--- config.mk ---
export PLATFORM = sky130hd
export DESIGN_NAME = mem_stage_ctrl
export DESIGN_NICKNAME = d
export VERILOG_FILES = /design/src/rtl/mem_stage_ctrl.sv
export SDC_FILE = /design/constraint.sdc
export NUM_CORES = 1
export LEC_CHECK = 0
export CAP_MARGIN = 20
export CORE_ASPECT_RATIO = 2
export CORE_MARGIN = 4
export CORE_UTILIZATION = 42
export CTS_BUF_LIST = sky130_fd_sc_hd__clkbuf_16
export DETAILED_ROUTE_END_ITERATION = 8
export PLACE_DENSITY = 0.81
export SLEW_MARGIN = 20
export SYNTH_ARGS = -nofsm -noshare
export SYNTH_HDL_FRONTEND = slang
export SYNTH_SLANG_ARGS = --single-unit
--- constraint.sdc ---
create_clock -name clk -period 7.25 [get_ports clk]
set_input_delay 1.45 -clock clk [delete_from_list [all_inputs] [get_ports clk]]
set_output_delay 1.45 -clock clk [all_outputs]
set_load 0.02 [all_outputs]
--- src/rtl/mem_stage_ctrl.sv ---
`timescale 1ns/1ps
// MEM stage controller: runs one data-memory access per load/store, stalls the
// upstream pipeline while the access is outstanding, and owns the MEM/WB register.
module mem_stage_ctrl #(
  parameter int unsigned TIMEOUT = 255
) (
  input  logic        clk,
  input  logic        reset,
  input  logic        em_RegWrite,
  input  logic        em_MemRead,
  input  logic        em_MemWrite,
  input  logic [1:0]  em_MemtoReg,
  input  logic [31:0] em_ALUout,
  input  logic [31:0] em_PCjia4,
  input  logic [31:0] em_WriteData,
  input  logic [4:0]  em_WriteAddress,
  output logic        stall,
  output logic        dm_req,
  output logic        dm_we,
  output logic [31:0] dm_addr,
  output logic [31:0] dm_wdata,
  input  logic [31:0] dm_rdata,
  input  logic        dm_ack,
  output logic        wb_RegWrite,
  output logic [1:0]  wb_MemtoReg,
  output logic [4:0]  wb_WriteAddress,
  output logic [31:0] wb_ALUout,
  output logic [31:0] wb_ReadData,
  output logic [31:0] wb_PCjia4,
  output logic        bus_err,
  output logic        misalign_err
);

  typedef enum logic {IDLE = 1'b0, REQ = 1'b1} state_e;

  localparam logic [7:0] TIMEOUT_CNT = 8'(TIMEOUT);

  state_e      state_q, state_d;
  logic [7:0]  cnt_q, cnt_d;
  logic        dm_req_q, dm_req_d;
  logic        dm_we_q, dm_we_d;
  logic [31:0] dm_addr_q, dm_addr_d;
  logic [31:0] dm_wdata_q, dm_wdata_d;
  logic        wb_RegWrite_q, wb_RegWrite_d;
  logic [1:0]  wb_MemtoReg_q, wb_MemtoReg_d;
  logic [4:0]  wb_WriteAddress_q, wb_WriteAddress_d;
  logic [31:0] wb_ALUout_q, wb_ALUout_d;
  logic [31:0] wb_ReadData_q, wb_ReadData_d;
  logic [31:0] wb_PCjia4_q, wb_PCjia4_d;
  logic        bus_err_q, bus_err_d;
  logic        misalign_err_q, misalign_err_d;

  logic mem_op;
  logic addr_aligned;
  logic cnt_expired;
  logic start_access;
  logic req_wait;
  logic ack_done;
  logic timeout_done;
  logic misalign_hit;

  assign mem_op       = em_MemRead | em_MemWrite;
  assign addr_aligned = (em_ALUout[1:0] == 2'b00);
  assign cnt_expired  = (cnt_q == TIMEOUT_CNT);

  // State register; reset drops an in-flight request immediately.
  always_ff @(posedge clk or posedge reset) begin
    if (reset) begin
      state_q <= IDLE;
    end else begin
      state_q <= state_d;
    end
  end

  always_comb begin
    state_d = state_q;
    case (state_q)
      IDLE: begin
        if (mem_op && addr_aligned) begin
          state_d = REQ;
        end
      end
      REQ: begin
        if (dm_ack || cnt_expired) begin
          state_d = IDLE;
        end
      end
      default: state_d = IDLE;
    endcase
  end

  // Event decode; stall never looks at dm_rdata.
  always_comb begin
    start_access = 1'b0;
    req_wait     = 1'b0;
    ack_done     = 1'b0;
    timeout_done = 1'b0;
    misalign_hit = 1'b0;
    case (state_q)
      IDLE: begin
        if (mem_op) begin
          if (addr_aligned) begin
            start_access = 1'b1;
          end else begin
            misalign_hit = 1'b1;
          end
        end
      end
      REQ: begin
        if (dm_ack) begin
          ack_done = 1'b1;
        end else if (cnt_expired) begin
          timeout_done = 1'b1;
        end else begin
          req_wait = 1'b1;
        end
      end
      default: begin
        start_access = 1'b0;
      end
    endcase
  end

  assign stall = start_access | req_wait;

  always_comb begin
    cnt_d      = cnt_q;
    dm_req_d   = dm_req_q;
    dm_we_d    = dm_we_q;
    dm_addr_d  = dm_addr_q;
    dm_wdata_d = dm_wdata_q;
    if (start_access) begin
      cnt_d      = 8'd0;
      dm_req_d   = 1'b1;
      dm_we_d    = em_MemWrite;
      dm_addr_d  = {em_ALUout[31:2], 2'b00};
      dm_wdata_d = em_WriteData;
    end else if (req_wait) begin
      cnt_d = cnt_q + 8'd1;
    end else if (ack_done || timeout_done) begin
      cnt_d    = 8'd0;
      dm_req_d = 1'b0;
      dm_we_d  = 1'b0;
    end
  end

  // MEM/WB: bubbles while stalled; a failed access still advances but never writes back.
  always_comb begin
    wb_RegWrite_d     = wb_RegWrite_q;
    wb_MemtoReg_d     = wb_MemtoReg_q;
    wb_WriteAddress_d = wb_WriteAddress_q;
    wb_ALUout_d       = wb_ALUout_q;
    wb_ReadData_d     = wb_ReadData_q;
    wb_PCjia4_d       = wb_PCjia4_q;
    bus_err_d         = bus_err_q | timeout_done;
    misalign_err_d    = misalign_err_q | misalign_hit;
    if (stall) begin
      wb_RegWrite_d     = 1'b0;
      wb_MemtoReg_d     = 2'b00;
      wb_WriteAddress_d = 5'd0;
    end else begin
      wb_RegWrite_d     = em_RegWrite & ~(misalign_hit | timeout_done);
      wb_MemtoReg_d     = em_MemtoReg;
      wb_WriteAddress_d = em_WriteAddress;
      wb_ALUout_d       = em_ALUout;
      wb_PCjia4_d       = em_PCjia4;
      if (ack_done && !dm_we_q) begin
        wb_ReadData_d = dm_rdata;
      end
    end
  end

  always_ff @(posedge clk or posedge reset) begin
    if (reset) begin
      cnt_q             <= 8'd0;
      dm_req_q          <= 1'b0;
      dm_we_q           <= 1'b0;
      dm_addr_q         <= 32'd0;
      dm_wdata_q        <= 32'd0;
      wb_RegWrite_q     <= 1'b0;
      wb_MemtoReg_q     <= 2'b00;
      wb_WriteAddress_q <= 5'd0;
      wb_ALUout_q       <= 32'd0;
      wb_ReadData_q     <= 32'd0;
      wb_PCjia4_q       <= 32'd0;
      bus_err_q         <= 1'b0;
      misalign_err_q    <= 1'b0;
    end else begin
      cnt_q             <= cnt_d;
      dm_req_q          <= dm_req_d;
      dm_we_q           <= dm_we_d;
      dm_addr_q         <= dm_addr_d;
      dm_wdata_q        <= dm_wdata_d;
      wb_RegWrite_q     <= wb_RegWrite_d;
      wb_MemtoReg_q     <= wb_MemtoReg_d;
      wb_WriteAddress_q <= wb_WriteAddress_d;
      wb_ALUout_q       <= wb_ALUout_d;
      wb_ReadData_q     <= wb_ReadData_d;
      wb_PCjia4_q       <= wb_PCjia4_d;
      bus_err_q         <= bus_err_d;
      misalign_err_q    <= misalign_err_d;
    end
  end

  assign dm_req          = dm_req_q;
  assign dm_we           = dm_we_q;
  assign dm_addr         = dm_addr_q;
  assign dm_wdata        = dm_wdata_q;
  assign wb_RegWrite     = wb_RegWrite_q;
  assign wb_MemtoReg     = wb_MemtoReg_q;
  assign wb_WriteAddress = wb_WriteAddress_q;
  assign wb_ALUout       = wb_ALUout_q;
  assign wb_ReadData     = wb_ReadData_q;
  assign wb_PCjia4       = wb_PCjia4_q;
  assign bus_err         = bus_err_q;
  assign misalign_err    = misalign_err_q;

endmodule

==> impl_metrics.env <==
export IMPL_status="completed"
export IMPL_rsz0062_at_grt="false"
export IMPL_ys_seq_elements=179
export IMPL_worst_setup_path_start_kind="primary input"
export IMPL_die_area_um2=18900
export IMPL_htreeDepth=4
export IMPL_ant_nets=0
export IMPL_utilization_pct=66.1
export IMPL_fillerInstances=1149
export IMPL_io_pins=314
export IMPL_finalCriticalPeriod_ns=5.40
export IMPL_cp_end_kind="primary output"
export IMPL_finalHoldViolCount=0
export IMPL_antenna_found_initial=0
export IMPL_hp_class="reg2reg"
export IMPL_postCtsSetupBuffers=0
export IMPL_pre_cts_slack_ns=1.84
export IMPL_cts_sinks=179
export IMPL_avgSynthCellArea_um2=16.4
export IMPL_clock_path_buffers=2
export IMPL_routedWlPerCell_um=20.3
export IMPL_ys_seq_area_share_pct=64.0
export IMPL_drt_initial_drc_count=115
export IMPL_viasPerCell=5.00
export IMPL_cts_tree="done"
export IMPL_setup_violations=0
export IMPL_placementRows=66
export IMPL_dieHeight_um=191
export IMPL_finalCritPeriodShare_pct=74.4
export IMPL_worstPathRequired_ns=5.80
export IMPL_async_flop_share_pct=100
export IMPL_final_cell_mix="clkdlybuf4s50_1, dfrtp_1, mux2_2, mux2_4, clkbuf_16"
export IMPL_synth_top_area_cell="dfrtp_1"
export IMPL_grt_max_degree=129
export IMPL_drive_gt1_share_pct=25.4
export IMPL_slew_headroom_pct=27.7
export IMPL_worstSetupPathType="in2out"
export IMPL_grt_usage_pct=21.0
export IMPL_start_util_pct=42.8
export IMPL_cts_hold_buffers=0
export IMPL_clock_skew_ns=0.00870
export IMPL_globalplace_congestion=0.768
export IMPL_post_cts_resized=0
export IMPL_grt_first_pass_wirelength_um=30100
export IMPL_num_nets_final=881
export IMPL_cts_root_buf="clkbuf_16"
export IMPL_drv_slew=0
export IMPL_synthFlopType="dfrtp_1"
export IMPL_numCtsBuffers=17
export IMPL_dr_pass1_iters=4
export IMPL_p_leak_nw=4.62
export IMPL_maxCapViolCount=0
export IMPL_netlist_instances=427
export IMPL_syn_cell_area_um2=7000
export IMPL_synth_distinct_cells=35
export IMPL_antenna_cells=0
export IMPL_die_width_um=99.3
export IMPL_final_common_cell="clkdlybuf4s50_1"
export IMPL_setup_slack_ns=1.85
export IMPL_synth_area_leaders="dfrtp_1, mux2_2, mux2_4, buf_6, buf_2"
export IMPL_insertion_delay_ns=0.42
export IMPL_yosysTopAreaCellShare_pct=64.0
export IMPL_vdd_ir_drop_max_v=0.000186
export IMPL_path_max_fanout=70
export IMPL_coreArea_um2=16400
export IMPL_arrival_ns=3.95
export IMPL_fmax_mhz=185
export IMPL_clk_pin_slew_ns=0.06
export IMPL_wl_um=19400
export IMPL_dp_hpwl_um=14600
export IMPL_worst_pin_slew_ns=1.08
export IMPL_syn2layout_area_growth_pct=54.5
export IMPL_grt_pass1_vias=5486
export IMPL_tns_ns=0
export IMPL_vias=4778
export IMPL_synth_warnings=0
export IMPL_overflow=0
export IMPL_port_buffers=311
export IMPL_drcViolationCount=0
export IMPL_pwr_density_cell_nw_per_um2=302
export IMPL_synth_edff_count=0
## cell usage after synthesis (2+ instances only)
cell type / number
a21oi_1: 6
a22o_1: 4
and3_1: 8
buf_2: 12
buf_4: 2
buf_6: 6
clkbuf_1: 2
dfrtp_1: 179
inv_1: 3
mux2_2: 106
mux2_4: 50
nand2_1: 7
nand2_2: 2
nand3_1: 2
nor2_1: 6
nor4_1: 2
o21ai_0: 12
## path summary, 6_finish.rpt
check | from | to | slack [ns] | depth (start not counted)
setup / recovery | em_ALUout[0] | stall | 1.85 | 5
hold / removal | misalign_err$_DFF_PP0_ | misalign_err$_DFF_PP0_ | 0.47 | 1
setup reg to reg | state_q$_DFF_PP0_ | wb_PCjia4[0]$_DFFE_PP0N_ | 4.01 | 5
hold reg to reg | misalign_err$_DFF_PP0_ | misalign_err$_DFF_PP0_ | 0.47 | 1
max in group asynchronous | reset | dm_wdata[9]$_DFFE_PP0N_ | 4.40 | 3
min in group asynchronous | reset | dm_wdata[14]$_DFFE_PP0N_ | 1.59 | 2
## critical path, cell delays in order
cell	delay [ns]
clkdlybuf4s50_1	0.47
nor3_2	0.43
nand2_4	0.56
nand2_4	0.35
clkdlybuf4s50_1	0.67
## flip-flops by register name, indices dropped and copies added (netlist names)
name and flops:
bus_err 1, cnt_q 8, dm_addr 30, dm_req 1, dm_wdata 32, dm_we 1, misalign_err 1, state_q 1
wb_ALUout 32, wb_MemtoReg 2, wb_PCjia4 32, wb_ReadData 32, wb_RegWrite 1, wb_WriteAddress 5
## metrics by stage
stage               total power (W)  cells  cell area [um^2]  hold WS [ns]
global placement            0.00239    924             10300         0.450
CTS                         0.00331    956             10800         0.483
detailed placement          0.00242    924             10300         0.469
finish                      0.00326    956             10800         0.473
floorplan                   0.00184    428              7000         0.510
global route                0.00342    956             10800         0.503
## cell families (layout without fill, tap and decap cells)
logic type	Yosys count	after routing	share of synthesized area [%]
AO/OA/AOI/OAI	28	28	2.56
adder cells (fa/ha/maj)	1	1	0.179
buffers and inverters	25	349	2.31
flip-flops	179	179	64.0
multiplexers	156	156	27.8
other	1	2	0.0536
AND/OR/NAND/NOR	37	37	3.15
## per-layer routing
layer / vias to the layer above / part of all wire [%] / GRT usage, %
met5: - / 0 / 0
met3: 39 / 7.5 / 7.29
met2: 230 / 56 / 38.0
met4: 0 / 3.4 / 9.31
met1: 2382 / 33 / 21.4
li1: 2127 / - / -
## where the power goes
| part | total [W] | switching [W] | internal (W) |
|---|---|---|---|
| clock | 0.000870 | 0.000373 | 0.000497 |
| sequential | 0.00131 | 0.000110 | 0.00120 |
| combinational | 0.00108 | 0.000494 | 0.000588 |
## final cells by class
cell class / count / area [um^2] / share of cell area [%]
clock buffers: 17 / 425 / 3.93
repair buffers: 314 / 3140 / 29.0
inverters: 3 / 18.8 / 0.174
well taps: 204 / 255 / 2.36
clock inverters: 15 / 126 / 1.17
flip-flops and latches: 179 / 4480 / 41.4
multi-input cells: 224 / 2370 / 21.9
Note: power is estimated with default switching activity, not from simulation.
